`src/rtl/sum_capture_pkg.sv`:
```
// Shared definitions for the sum_capture block: FSM state encodings and
// the width of the event counters.
package sum_capture_pkg;

  localparam int CNT_W = 16;

  typedef enum logic [1:0] {
    ST_IDLE   = 2'd0,
    ST_RUN    = 2'd1,
    ST_HALTED = 2'd2
  } state_t;

endpackage

```
`src/rtl/capture_fifo.sv`:
```
// First-word-fall-through capture FIFO. The head entry is presented
// combinationally whenever the FIFO is non-empty. A push into an empty FIFO
// becomes visible one cycle later; there is no bypass path. Storage is not
// reset; the output is forced to zero while empty so stale data never leaks.
module capture_fifo #(
  parameter int DW    = 10,
  parameter int DEPTH = 8,
  localparam int AW   = $clog2(DEPTH)
) (
  input  logic          clk,
  input  logic          rst,
  input  logic          push,
  input  logic          pop,
  input  logic [DW-1:0] din,
  output logic [DW-1:0] dout,
  output logic          not_empty,
  output logic [AW:0]   level
);

  localparam int LVL_W = AW + 1;
  localparam logic [AW:0] FULL_LVL = LVL_W'(DEPTH);

  logic [DW-1:0] mem [DEPTH];
  logic [AW-1:0] wr_ptr;
  logic [AW-1:0] rd_ptr;
  logic          pop_ok;
  logic          push_ok;

  // Qualify requests: pop needs data, push needs room unless a pop frees a slot.
  always_comb begin
    pop_ok    = pop && (level != '0);
    push_ok   = push && ((level != FULL_LVL) || pop_ok);
    not_empty = (level != '0);
    dout      = not_empty ? mem[rd_ptr] : '0;
  end

  // Pointer and occupancy bookkeeping; pointers wrap naturally at DEPTH.
  always_ff @(posedge clk) begin
    if (rst) begin
      wr_ptr <= '0;
      rd_ptr <= '0;
      level  <= '0;
    end else begin
      if (push_ok) wr_ptr <= wr_ptr + AW'(1);
      if (pop_ok)  rd_ptr <= rd_ptr + AW'(1);
      case ({push_ok, pop_ok})
        2'b10:   level <= level + LVL_W'(1);
        2'b01:   level <= level - LVL_W'(1);
        default: level <= level;
      endcase
    end
  end

  // Entry storage; a full FIFO with a simultaneous pop overwrites the slot
  // being read out this same cycle, which is safe because the read is
  // combinational and completes before the edge.
  always_ff @(posedge clk) begin
    if (push_ok) mem[wr_ptr] <= din;
  end

endmodule

```
`src/rtl/sum_capture.sv`:
```
// Adder result checker with capture FIFO. While running, each valid upstream
// sample is checked against a full-width reference sum and, if there is room,
// stored as {sum, mismatch}. A mismatch can optionally halt capture until the
// next start. Event counters track accepted, dropped and erroneous samples.
module sum_capture
  import sum_capture_pkg::*;
#(
  parameter int W           = 8,
  parameter int DEPTH       = 8,
  parameter int HALT_ON_ERR = 1,
  localparam int AW         = $clog2(DEPTH)
) (
  input  logic             clk,
  input  logic             rst,
  input  logic             start,
  input  logic             stop,
  input  logic             in_valid,
  input  logic [W-1:0]     in_a,
  input  logic [W-1:0]     in_b,
  input  logic [W:0]       in_sum,
  input  logic             out_ready,
  output logic             out_valid,
  output logic [W:0]       out_sum,
  output logic             out_err,
  output logic [AW:0]      level,
  output logic [1:0]       state,
  output logic [CNT_W-1:0] sample_cnt,
  output logic [CNT_W-1:0] drop_cnt,
  output logic [CNT_W-1:0] err_cnt
);

  localparam int LVL_W = AW + 1;
  localparam logic [AW:0] FULL_LVL = LVL_W'(DEPTH);

  logic [1:0]   state_q;
  logic [1:0]   state_d;
  logic [W:0]   ref_sum;
  logic         mismatch;
  logic         offer;
  logic         accept;
  logic         pop;
  logic [W+1:0] fifo_din;
  logic [W+1:0] fifo_dout;

  // Saturating increment used by the drop and error counters.
  function automatic logic [CNT_W-1:0] sat_inc(input logic [CNT_W-1:0] v);
    return (v == '1) ? v : v + CNT_W'(1);
  endfunction

  // Reference sum at W+1 bits so the carry out is never lost, plus the
  // offer/accept decision for the current sample.
  always_comb begin
    ref_sum  = {1'b0, in_a} + {1'b0, in_b};
    mismatch = (in_sum != ref_sum);
    offer    = (state_q == ST_RUN) && in_valid;
    pop      = out_valid && out_ready;
    accept   = offer && ((level != FULL_LVL) || pop);
    fifo_din = {in_sum, mismatch};
  end

  capture_fifo #(
    .DW    (W + 2),
    .DEPTH (DEPTH)
  ) u_fifo (
    .clk       (clk),
    .rst       (rst),
    .push      (accept),
    .pop       (pop),
    .din       (fifo_din),
    .dout      (fifo_dout),
    .not_empty (out_valid),
    .level     (level)
  );

  assign out_sum = fifo_dout[W+1:1];
  assign out_err = fifo_dout[0];
  assign state   = state_q;

  // State register.
  always_ff @(posedge clk) begin
    if (rst) state_q <= ST_IDLE;
    else     state_q <= state_d;
  end

  // Next-state logic; stop takes priority over start and over halting, and
  // the unused encoding falls back to IDLE.
  always_comb begin
    state_d = state_q;
    case (state_q)
      ST_IDLE: begin
        if (stop)       state_d = ST_IDLE;
        else if (start) state_d = ST_RUN;
      end
      ST_RUN: begin
        if (stop)
          state_d = ST_IDLE;
        else if ((HALT_ON_ERR != 0) && accept && mismatch)
          state_d = ST_HALTED;
      end
      ST_HALTED: begin
        if (stop)       state_d = ST_IDLE;
        else if (start) state_d = ST_RUN;
      end
      default: state_d = ST_IDLE;
    endcase
  end

  // Event counters: accepted samples wrap, drops and errors saturate.
  always_ff @(posedge clk) begin
    if (rst) begin
      sample_cnt <= '0;
      drop_cnt   <= '0;
      err_cnt    <= '0;
    end else begin
      if (accept)            sample_cnt <= sample_cnt + CNT_W'(1);
      if (offer && !accept)  drop_cnt   <= sat_inc(drop_cnt);
      if (accept && mismatch) err_cnt   <= sat_inc(err_cnt);
    end
  end

endmodule

```
`config.mk`:
```
export PLATFORM = sky130hd
export DESIGN_NAME = sum_capture
export DESIGN_NICKNAME = d
export VERILOG_FILES = /design/src/rtl/sum_capture_pkg.sv /design/src/rtl/capture_fifo.sv /design/src/rtl/sum_capture.sv
export SDC_FILE = /design/constraint.sdc
export NUM_CORES = 1
export LEC_CHECK = 0
export CAP_MARGIN = 25
export CORE_MARGIN = 1.5
export CORE_UTILIZATION = 45
export DETAILED_ROUTE_END_ITERATION = 16
export DONT_BUFFER_PORTS = 1
export PLACE_DENSITY = 0.71
export SLEW_MARGIN = 20
export SYNTH_ARGS = -nofsm -noshare
export SYNTH_HDL_FRONTEND = slang
export SYNTH_HIERARCHICAL = 1
export SYNTH_SLANG_ARGS = --single-unit
```
`constraint.sdc`:
```
create_clock -name clk -period 8 [get_ports clk]
set_input_delay 0.8 -clock clk [delete_from_list [all_inputs] [get_ports clk]]
set_output_delay 0.8 -clock clk [all_outputs]
set_load 0.02 [all_outputs]
```
Word-level counts from Yosys, hierarchy flattened
Memories as Yosys holds them, arrays and structs flattened. A register that Yosys moved wholly into a read port is not among the register bits. Index checks and enable logic that the tools add are counted.

Bits in registers: 60. RAM bits: 80. Input bits: 31. Output and inout bits: 65. Word-level logic and storage cells: 56. Memories: 1.

Add/subtract/negate cells: 8. Equality and inequality tests: 10. Mux-type cells: 11. Bitwise gates (word level): 2. Reduce and logical (&&, ||, !) cells: 17.

Memory list: u_fifo.mem (depth 8, width 10, rd ports 1, clocked after memory_dff 1, write ports 1, RTL line capture_fifo.sv:23) `logic [DW-1:0] mem [DEPTH];`.

Operators with widths (count): adder 16 x 1 -> 16 bit (second input constant) (3); equality test 16 bit (second input constant) (2); two-way mux 10 bit (1); adder 8 x 8 -> 9 bit (1); inequality test 9 bit (1); two-way mux 2 bit (4); case mux 4 bit (2 select lines) (1); logical AND 1 bit (7); adder 3 x 1 -> 3 bit (second input constant) (2); two-way mux 3 bit (2); AND reduction 2 bit (3); adder 4 x 1 -> 4 bit (second input constant) (1); equality test 2 x 1 -> 1 bit (second input constant) (2); equality test 2 bit (second input constant) (2); inequality test 4 bit (second input constant) (1); case mux 2 bit (2 select lines) (1); nonzero test 4 bit (1); subtractor 4 x 1 -> 4 bit (second input constant) (1); inequality test 3 x 1 -> 1 bit (second input constant) (1); inequality test 3 x 2 -> 1 bit (second input constant) (1); logical NOT 2 bit (1); logical OR 1 bit (2); two-way mux 1 bit (2); NOT 1 bit (2); other kinds (3) (3).

Depth between registers and ports, before layout
Gate-level depths: netlist of the first run.

Depth in word-level cells: 8. Mapped depth: 16.

By module
Netlist of the first run, hierarchy kept.

Modules (own cells, without submodules): capture_fifo (instances 1, cells each 211, area an instance 3757.4 um2, sequential area each 2662.6 um2); sum_capture (instances 1, cells each 334, area an instance 2822.7 um2, sequential area each 1001.0 um2).

Least setup slack after synthesis of the first run
No wires, ideal clock.

Path type: reg2reg. Start point: register u_fifo.level[1]. End point: memory u_fifo.mem[0][0] (enable). Data arrival time: 3.128 ns. Slack: 4.482 ns. Cell stages (with the launch flop): 12. Buffers on the path: 2. Path through: dfxtp_1 -> or3_4 -> nor2_2 -> inv_1 -> nand2_1 -> a21o_1 -> inv_1 -> buf_2 -> clkbuf_1 -> o21ai_1 -> or2_2 -> nor3_1.

Cells in the longest elaborated chain, start to end: 7.

RTL lines: from (decl) (RTL line capture_fifo.sv:17) `output logic [AW:0] level`; from (signal assigned) (RTL line capture_fifo.sv:47) `2'b10: level <= level + LVL_W'(1);`; from (signal assigned) (RTL line capture_fifo.sv:48) `2'b01: level <= level - LVL_W'(1);`; from (signal assigned) (RTL line capture_fifo.sv:49) `default: level <= level;`; nonzero test 4 bit (RTL line capture_fifo.sv:33) `not_empty = (level != '0);`; named net out_valid (RTL line sum_capture.sv:22) `output logic out_valid,`; logical AND 1 bit (RTL line sum_capture.sv:56) `pop = out_valid && out_ready;`; logical OR 1 bit (RTL line sum_capture.sv:57) `accept = offer && ((level != FULL_LVL) || pop);`; logical AND 1 bit (RTL line sum_capture.sv:57); named net accept (RTL line sum_capture.sv:40) `logic accept;`; logical AND 1 bit (RTL line capture_fifo.sv:32) `push_ok = push && ((level != FULL_LVL) || pop_ok);`; two-way mux 1 bit (RTL line capture_fifo.sv:58) `if (push_ok) mem[wr_ptr] <= din;`; two-way mux 1 bit (implied by the code) (RTL line capture_fifo.sv:58); to (decl) (RTL line capture_fifo.sv:23).

The timed path passes the listed nets, and every way through them passes these cells.

Worst setup path after layout of the first run
Start point: register u_fifo.level[0]. End point: register u_fifo.level[3].

Cells in the longest elaborated chain, start to end: 7.

RTL lines: nonzero test 4 bit * (RTL line capture_fifo.sv:33); named net out_valid (RTL line sum_capture.sv:22); logical AND 1 bit (RTL line sum_capture.sv:56); logical OR 1 bit or logical AND 1 bit (tied branches) (RTL line sum_capture.sv:57, capture_fifo.sv:31); logical AND 1 bit or logical OR 1 bit (tied branches) (RTL line sum_capture.sv:57, capture_fifo.sv:32); logical AND 1 bit (RTL line capture_fifo.sv:32); equality test 2 x 1 -> 1 bit or equality test 2 bit (tied branches) (RTL line capture_fifo.sv:46) `case ({push_ok, pop_ok})`; case mux 4 bit (2 select lines) or nonzero test 2 bit (tied branches).

Mark *: on every way through the listed nets, which the timed path passes. The rest lies on a longest branch. A chain may end at the register's enable or synchronous reset.

==> results of run 1 <==
-- worst register-to-register path, delay by kind of cell, from the launching register on --
kind / cells / cell delay [ps]
and+or+nand+nor: 5 / 1820
AOI/OAI and AO/OA: 4 / 800
buffers and inverters: 3 / 730
DFF: 1 / 460
adders and majority gates: 1 / 270
-- flip-flops by register name, indices dropped and copies added (netlist names), named ones only --
name and flops:
err_cnt 16, drop_cnt 16, u_fifo/wr_ptr 3, state 2, sample_cnt 16, u_fifo/level 4
u_fifo/rd_ptr 3, u_fifo/mem 80
-- worst max-delay path by stage --
stage	startpoint	endpoint	slack, ps	depth (start not counted)
after floorplan	u_fifo/level[1]	u_fifo/mem[0][0]	4480	11
after global placement	u_fifo/level[0]	u_fifo/mem[0][6]	3830	9
after detailed placement	u_fifo/level[0]	u_fifo/level[3]	3870	13
after CTS	u_fifo/level[0]	u_fifo/level[3]	3850	13
after global routing	u_fifo/level[0]	u_fifo/level[3]	3630	13
final	u_fifo/level[0]	u_fifo/level[3]	3870	13
-- final cells by class --
type / count / area share
Multi-Input combinational cell: 368 / 0.379
Sequential cell: 143 / 0.502
Clock buffer: 18 / 0.0588
Clock inverter: 14 / 0.0183
Tap cell: 184 / 0.0315
Inverter: 14 / 0.00720
Timing Repair Buffer: 3 / 0.00308
-- cell usage in the layout, fill, tap and decap left out, drive strengths merged, types with 4 or more instances in the layout --
cell type  synthesis  routed
and4               5       5
mux4              20      20
clkinv             0       5
o21ai             17      17
inv               14      19
nor2              69      69
nor2b              9       9
nor4               4       4
dfxtp             63      63
a21oi             24      24
mux2               8       8
nand2b             5       5
edfxtp            80      80
or3               13      13
o211ai             5       5
xnor2             17      17
nor3              11      11
a211oi             6       6
nand2             32      32
and3               7       7
mux2i             13      13
nand4              8       8
clkbuf            13      18
nor4b              4       4
xor2              27      27
nand3             20      20
ha                15      15
-- metal layers --
metal  track usage  wire (um)  up-vias  part of all wire
li1              -          -     1999                 -
met2         0.289       6410      114              0.48
met3        0.0774       1120       23             0.084
met1         0.222       5490     2086              0.41
met4        0.0724        225        0             0.017
met5             0          0        -                 0
-- power by group --
group	total, mW	leakage [nW]	internal [mW]	switching (mW)
Clock	0.747	0.267	0.432	0.315
Combinational	0.0504	0.901	0.0225	0.0279
Sequential	0.780	1.25	0.777	0.00304
Total	1.58	2.42	1.23	0.346
-- cell families after synthesis --
logic type,Yosys count,synth area share
buf+inv,34,0.0228
xor+xnor,44,0.0586
compound gates,65,0.0662
simple gates,201,0.158
fa+ha+maj,17,0.0346
mux,41,0.103
flops,143,0.557
==> metrics.cfg, run 1 <==
[floorplan]
die_width_um=124
die_y_um=124
rows=44
core_area_mm2=0.0144
die_area_mm2=0.0154
ios=96
start_util=0.456

[worst_setup_path]
path_class=reg -> reg
reg2reg_depth=13
cpMaxStageDelayCell=or3_4
regToRegEndpoint=u_fifo/level[3]
worstPathMaxFanout=22
r2r_start=u_fifo/level[0]
cp_slowest_stage_delay_ps=470
cp-end-kind=flip-flop
critPathMostFrequentCell=inv_1
crit_chain=or3_4 > nor2_2 > inv_1 > nand2_1 > a21o_1 > inv_1 > or2_2 > inv_1 > ha_1 > a21oi_1 > nor4bb_1 > o21bai_1 > a31oi_1
critPathTopFamily=simple AND/OR/NAND/NOR gates
start_kind=flip-flop
critPathBufInv=3
r2r_slack_ps=3870
worstPathRequired_ps=8350
cp.arrival_ps=4480

[drt]
antenna_left=0
dr.pass1.iters=4
wl_mm=13.2
via_per_inst=5.67
drcViolationCount=0
vias=4222
wl_per_cell_um=17.8
drtIter0Drc=331

[finish]
diodes=0
drive_above_1_share=0.139
final_nets=595
stdcell_count=744
final_core_util=0.506
num-fill-cells=1223
area_delta_synth_final_pct=11.0
final_area_mm2=0.00730
final-seq-area_mm2=0.00366
multi_input_area_mm2=0.00277

[clock_network]
cts_tree=yes
clock-sinks=143
hold_buffers=0
cts_root_buffer=clkbuf_16
postCtsSetupRepairBufs=0
max-clock-path-buffers=2
clk_latency_ps=430
htree_levels=4
clk_pin_slew_ps=60
cts_buffers=17
cts_resized=0

[synthesis]
synth_nets=593
netlist_instances=545
ys_async_sr_fraction=0
synth-seq-cells=143
yosys-top-cells-count=80 x edfxtp_1, 68 x nor2_1, 63 x dfxtp_1
yosysTopAreaCellShare=0.365
yosys-top-cells-area=edfxtp_1 37%, dfxtp_1 19%, mux4_2 6.8%, nor2_1 3.9%, xor2_1 3.6%
synth_top_area_cell=edfxtp_1
ys_warn_count=6
synth.cell_area_mm2=0.00658
synthFlopType=edfxtp_1
ys_seq_area_frac=0.557
yosysUniqueCellTypes=58
synth_most_common_cell=edfxtp_1
synth_edf_count=80
syn_area_per_cell_um2=12.1

[pwr]
peakVddDrop_mv=0.145
powerDensity_mw_per_mm2=216
p_leak_nw=2.42
p_total_mw=1.58

[sta]
fmax_mhz=242
min_period_ps=4130
worst_hold_slack_ps=451
clock_skew_ps=8.23
setup-tns-final_ps=0
rsz0062_at_grt=no
relSlewSlack=0.359
fin_crit_sh=0.516
worst_slack_ps=3870
setup_violations=0
hold_violations=0
finalMaxSlewViolations=0
worst_slew_pin_slew_ps=958

[job]
max-cap-violations=0

[grt]
track_usage=0.183
grt_pass1_vias=3968
grt_pass1_wl_mm=20.7
overflow=0
grt_start_max_net_pins=70
antenna_found_initial=0

[place]
io_buffers=0
pre_cts_slack_ps=3870
place_hpwl_mm=9.14
place_congestion=0.865
place_area_mm2=0.00674
dp.cells=712

[min_path]
hold-path-endpoint=drop_cnt[10]
hp-class=in -> reg
min_path_cells=1
worstHoldStart=rst

[outcome]
status=finished clean

Note: power is estimated with default switching activity, not from simulation.
==> run 2: changes to the inputs <==
==> constraint.sdc (replaced) <==
create_clock -name clk -period 4.2 [get_ports clk]
set_input_delay 0.42 -clock clk [delete_from_list [all_inputs] [get_ports clk]]
set_output_delay 0.42 -clock clk [all_outputs]
set_load 0.02 [all_outputs]
==> metrics.cfg, run 2 (same netlist as run 1, synthesis figures left out) <==
[min_path]
worstHoldStart=rst
hold-path-endpoint=u_fifo/level[0]
min_path_cells=1
hp-class=in -> reg

[floorplan]
die_y_um=124
rows=44
die_width_um=124
die_area_mm2=0.0154
core_area_mm2=0.0144
ios=96
start_util=0.456

[grt]
grt_pass1_vias=4185
busiest_layer=met2
grt_pass1_wl_mm=21.3
grt_start_max_net_pins=70
use_met1=0.218
overflow=0
met2_usage=0.302
antenna_found_initial=0
grtUsageMet3=0.0737
track_usage=0.185

[finish]
final-seq-area_mm2=0.00366
final_core_util=0.512
final_nets=604
diodes=0
top_register=u_fifo/mem
stdcell_count=753
final_area_mm2=0.00739
final_cell_mix=80 x edfxtp_1, 68 x nor2_1, 63 x dfxtp_1
area_delta_synth_final_pct=12.2
drive_above_1_share=0.151
multi_input_area_mm2=0.00277
final_common_cell=edfxtp_1
num-fill-cells=1237
largest_register_ffs=80

[clock_network]
max-clock-path-buffers=2
cts_buffers=17
cts_root_buffer=clkbuf_16
clk_pin_slew_ps=60
htree_levels=4
clk_latency_ps=420
postCtsSetupRepairBufs=0
cts_resized=0
clock-sinks=143
cts_tree=yes
hold_buffers=0

[worst_setup_path]
regToRegEndpoint=u_fifo/level[3]
worstPathMaxFanout=11
path_class=reg -> reg
worstPathRequired_ps=4540
cp.arrival_ps=3830
cpMaxStageDelayCell=dfxtp_1
critPathBufInv=4
cp_slowest_stage_delay_ps=630
critPathTopFamily=simple AND/OR/NAND/NOR gates
critPathMostFrequentCell=inv_1
r2r_slack_ps=710
cp-end-kind=flip-flop
reg2reg_depth=14
crit_chain=or3_4 > nor2_2 > buf_4 > inv_1 > nand2_1 > inv_1 > nand2_1 > or2_2 > inv_1 > ha_1 > a21oi_1 > nor4bb_1 > o21bai_1 > a31oi_1
start_kind=flip-flop
r2r_start=u_fifo/level[0]

[drt]
wl_mm=13.4
drtIter0Drc=264
wl_per_cell_um=17.9
vias=4220
dr.pass1.iters=4
via_per_inst=5.60
drcViolationCount=0
antenna_left=0

[sta]
hold_violations=0
fmax_mhz=287
setup-tns-final_ps=0
worst_slew_pin_slew_ps=1010
min_period_ps=3490
finalMaxSlewViolations=0
clock_skew_ps=9.06
relSlewSlack=0.323
fin_crit_sh=0.831
setup_violations=0
rsz0062_at_grt=no

[place]
io_buffers=0
dp.cells=721
place_congestion=0.878
place_hpwl_mm=9.15
place_area_mm2=0.00680

[pwr]
p_leak_nw=2.47
p_total_mw=3.06
powerDensity_mw_per_mm2=414
peakVddDrop_mv=0.318

[job]
max-cap-violations=0

[outcome]
status=finished clean

==> run 2: worst reg2reg max path, stage by stage, from the launching register on <==
cell	delay, ps
dfxtp_1	630
or3_4	250
nor2_2	30
buf_4	200
inv_1	260
nand2_1	160
inv_1	230
nand2_1	150
or2_2	320
inv_1	90
ha_1	270
a21oi_1	260
nor4bb_1	310
o21bai_1	130
a31oi_1	120
==> run 2: power by group <==
group | internal [mW] | total (mW) | switching [mW]
clock | 0.883 | 1.48 | 0.594
combinational | 0.0436 | 0.0972 | 0.0537
sequential | 1.48 | 1.49 | 0.00564
==> run 2: worst max-delay path by stage <==
stage | startpoint | to | slack, ps | cells past startpoint
after floorplan | u_fifo/level[1] | u_fifo/mem[0][0] | 680 | 11
after CTS | u_fifo/level[0] | u_fifo/level[3] | 700 | 14
final | u_fifo/level[0] | u_fifo/level[3] | 710 | 14
after global placement | u_fifo/level[0] | u_fifo/level[3] | 910 | 14
after global routing | u_fifo/level[0] | u_fifo/level[3] | 450 | 14
after detailed placement | u_fifo/level[0] | u_fifo/level[3] | 720 | 14
==> run 2: metrics by stage <==
stage | hold slack [ps] | worst slack, ps
after floorplan | 454 | 682
after global placement | 471 | 913
after detailed placement | 479 | 715
after CTS | 50.9 | 699
after global routing | 55.1 | 446
final | 70.6 | 710
==> run 2: cell type report <==
cell class	count	area share
clock inverter	14	0.0208
tap	184	0.0312
inverter	14	0.00712
timing repair buffer	12	0.0122
sequential	143	0.496
clock buffer	18	0.0581
multi-input combinational	368	0.375
==> run 2: routing by layer <==
| metal | part of all wire | vias to the layer above |
|---|---|---|
| li1 | - | 2014 |
| met1 | 0.41 | 2085 |
| met2 | 0.50 | 113 |
| met3 | 0.082 | 8 |
| met4 | 0.0089 | 0 |
| met5 | 0 | - |
==> run 3: changes to the inputs <==
--- a/config.mk
+++ b/config.mk
@@ -5,12 +5,13 @@
 export SDC_FILE = /design/constraint.sdc
 export NUM_CORES = 1
 export LEC_CHECK = 0
+export ABC_AREA = 1
 export CAP_MARGIN = 25
 export CORE_MARGIN = 1.5
 export CORE_UTILIZATION = 45
 export DETAILED_ROUTE_END_ITERATION = 16
 export DONT_BUFFER_PORTS = 1
-export PLACE_DENSITY = 0.71
+export PLACE_DENSITY = 0.73
 export SLEW_MARGIN = 20
 export SYNTH_ARGS = -nofsm -noshare
 export SYNTH_HDL_FRONTEND = slang
==> constraint.sdc (replaced) <==
create_clock -name clk -period 3 [get_ports clk]
set_input_delay 0.3 -clock clk [delete_from_list [all_inputs] [get_ports clk]]
set_output_delay 0.3 -clock clk [all_outputs]
set_load 0.02 [all_outputs]
==> metrics.cfg, run 3 <==
[synthesis]
synthMuxAreaShare=0
synth-xor-area-share=0.0285
yosys-top-cells-area=edfxtp_1 34%, dfxtp_1 18%, nor2_1 7.7%, nand2_1 6.6%, inv_1 3.6%
synth_top_family_by_area=simple AND/OR/NAND/NOR gates
synth_nets=849
netlist_instances=801
synth_top_area_cell=edfxtp_1
synth.cell_area_mm2=0.00707
yosysTopAreaCellShare=0.340
yosysUniqueCellTypes=48
synthAdderAreaFrac=0.0322
ys_warn_count=6
yosys-top-cells-count=145 x nor2_1, 125 x nand2_1, 80 x edfxtp_1
synth-seq-cells=143
synth-compound-area-share=0.103
ys_async_sr_fraction=0
synthSimpleGateAreaFrac=0.260
synth_most_common_cell=nor2_1
synthFlopType=edfxtp_1
synth_edf_count=80
syn_area_per_cell_um2=8.83
ys_seq_area_frac=0.518

[finish]
final_cell_mix=145 x nor2_1, 125 x nand2_1, 80 x edfxtp_1
final_common_cell=nor2_1
final_nets=875
area_delta_synth_final_pct=14.9
num-fill-cells=1362
drive_above_1_share=0.123
diodes=0
final_core_util=0.533
top_register=u_fifo/mem
largest_register_ffs=80

[floorplan]
start_util=0.464
ios=96
die_width_um=128
core_area_mm2=0.0153
die_area_mm2=0.0165
die_y_um=128
rows=45

[sta]
rsz0062_at_grt=no
setup-tns-final_ps=0
min_period_ps=2570
fmax_mhz=389
setup_violations=0
worst_slew_pin_slew_ps=825
relSlewSlack=0.449
fin_crit_sh=0.858
finalMaxSlewViolations=0
hold_violations=0
clock_skew_ps=6.30

[clock_network]
cts_buffers=17
clk_pin_slew_ps=60
htree_levels=4
clk_latency_ps=420
max-clock-path-buffers=2
cts_root_buffer=clkbuf_16
cts_tree=yes
clock-sinks=143

[drt]
vias=5522
via_per_inst=5.25
dr.pass1.iters=8
wl_mm=16.0
wl_per_cell_um=15.3
drcViolationCount=0
antenna_left=0
drtIter0Drc=475

[place]
place_hpwl_mm=10.8
place_congestion=0.843
io_buffers=0

[pwr]
powerDensity_mw_per_mm2=599
peakVddDrop_mv=0.413
p_leak_nw=2.97

[worst_setup_path]
worstPathMaxFanout=22
path_class=reg -> out
cp-end-kind=output port
cp.arrival_ps=2270
start_kind=flip-flop
worstPathRequired_ps=2700

[grt]
antenna_found_initial=0
grt_start_max_net_pins=41
grt_pass1_wl_mm=26.0
grt_pass1_vias=5149
track_usage=0.204
overflow=0

[job]
max-cap-violations=0

[min_path]
hp-class=in -> reg

[outcome]
status=finished clean

-- run 3: cell types whose count changed in the layout (fill, tap and decap cells not counted), moves of 11 or more --
cell and delta:
nand2_1 +93, nand2_2 +13, o21ai_1 +30, mux2i_1 -13, nor2_1 +77, or3_1 -12, nand3_1 +17, o21ai_0 +13
mux4_2 -20, nand4_1 +17, xor2_1 -11, inv_1 +54
-- run 3: path summary, 6_finish.rpt --
path	cells after the start	slack, ps	endpoint	start
hold reg to reg	2	470	u_fifo/rd_ptr[2]	u_fifo/rd_ptr[2]
hold / removal	2	30	state[0]	start
setup / recovery	5	430	out_sum[4]	flip-flop
setup reg to reg	12	550	u_fifo/mem[4][0]	u_fifo/level[0]
-- run 3: where the power goes --
group / switching [mW] / internal, mW / total (mW) / leakage, nW
Combinational: 0.330 / 0.144 / 0.473 / 1.43
Sequential: 0.0233 / 2.08 / 2.11 / 1.23
Clock: 0.809 / 1.48 / 2.28 / 0.307
Total: 1.16 / 3.70 / 4.87 / 2.97
-- run 3: worst max-delay path, cell delays in order, from the launching register on --
cell and delay [ps]:
dfxtp_1 850, buf_4 300, o21ai_1 80, o211ai_1 210
nand2_1 90, nor2_1 310
-- run 3: cell families (layout without fill, tap and decap cells) --
family	count (synthesis)	in the layout
compound gates	127	127
xor+xnor	23	23
fa+ha+maj	17	17
buf+inv	100	139
flops	143	143
simple gates	391	391
-- run 3: routing by layer --
layer  vias up  GRT usage  wire [um]
met1      2529      0.253       6910
li1       2787          -          -
met2       187      0.343       7740
met5         -          0          0
met4         0     0.0621        225
met3        19     0.0611       1160
-- run 3: cell type report --
| cell class | instances | area (um2) | share of cell area |
|---|---|---|---|
| inverter | 76 | 293 | 0.0360 |
| clock inverter | 14 | 214 | 0.0263 |
| timing repair buffer | 31 | 268 | 0.0329 |
| tap | 211 | 264 | 0.0325 |
| clock buffer | 18 | 429 | 0.0528 |
| sequential | 143 | 3660 | 0.451 |
| multi-input combinational | 558 | 3000 | 0.369 |
-- run 3: stage by stage --
stage	cells	worst slack (ps)	instance area, um2	total power [mW]	hold slack, ps
6_report	1051	427	8130	4.87	26.0
5_1_grt	1051	292	8130	5.05	27.1
4_1_cts	1051	403	8130	4.92	7.33
3_5_place_dp	1009	523	7370	2.59	369
3_3_place_gp	1009	616	7370	2.58	367
2_1_floorplan	801	186	7080	2.51	369
-- run 3: repair_timing --
action                    in CTS  in global routing
gates resized for setup        0                  0
setup buffers                  0                  0
hold buffers                  10                  0
hold endpoints to repair     102                  0
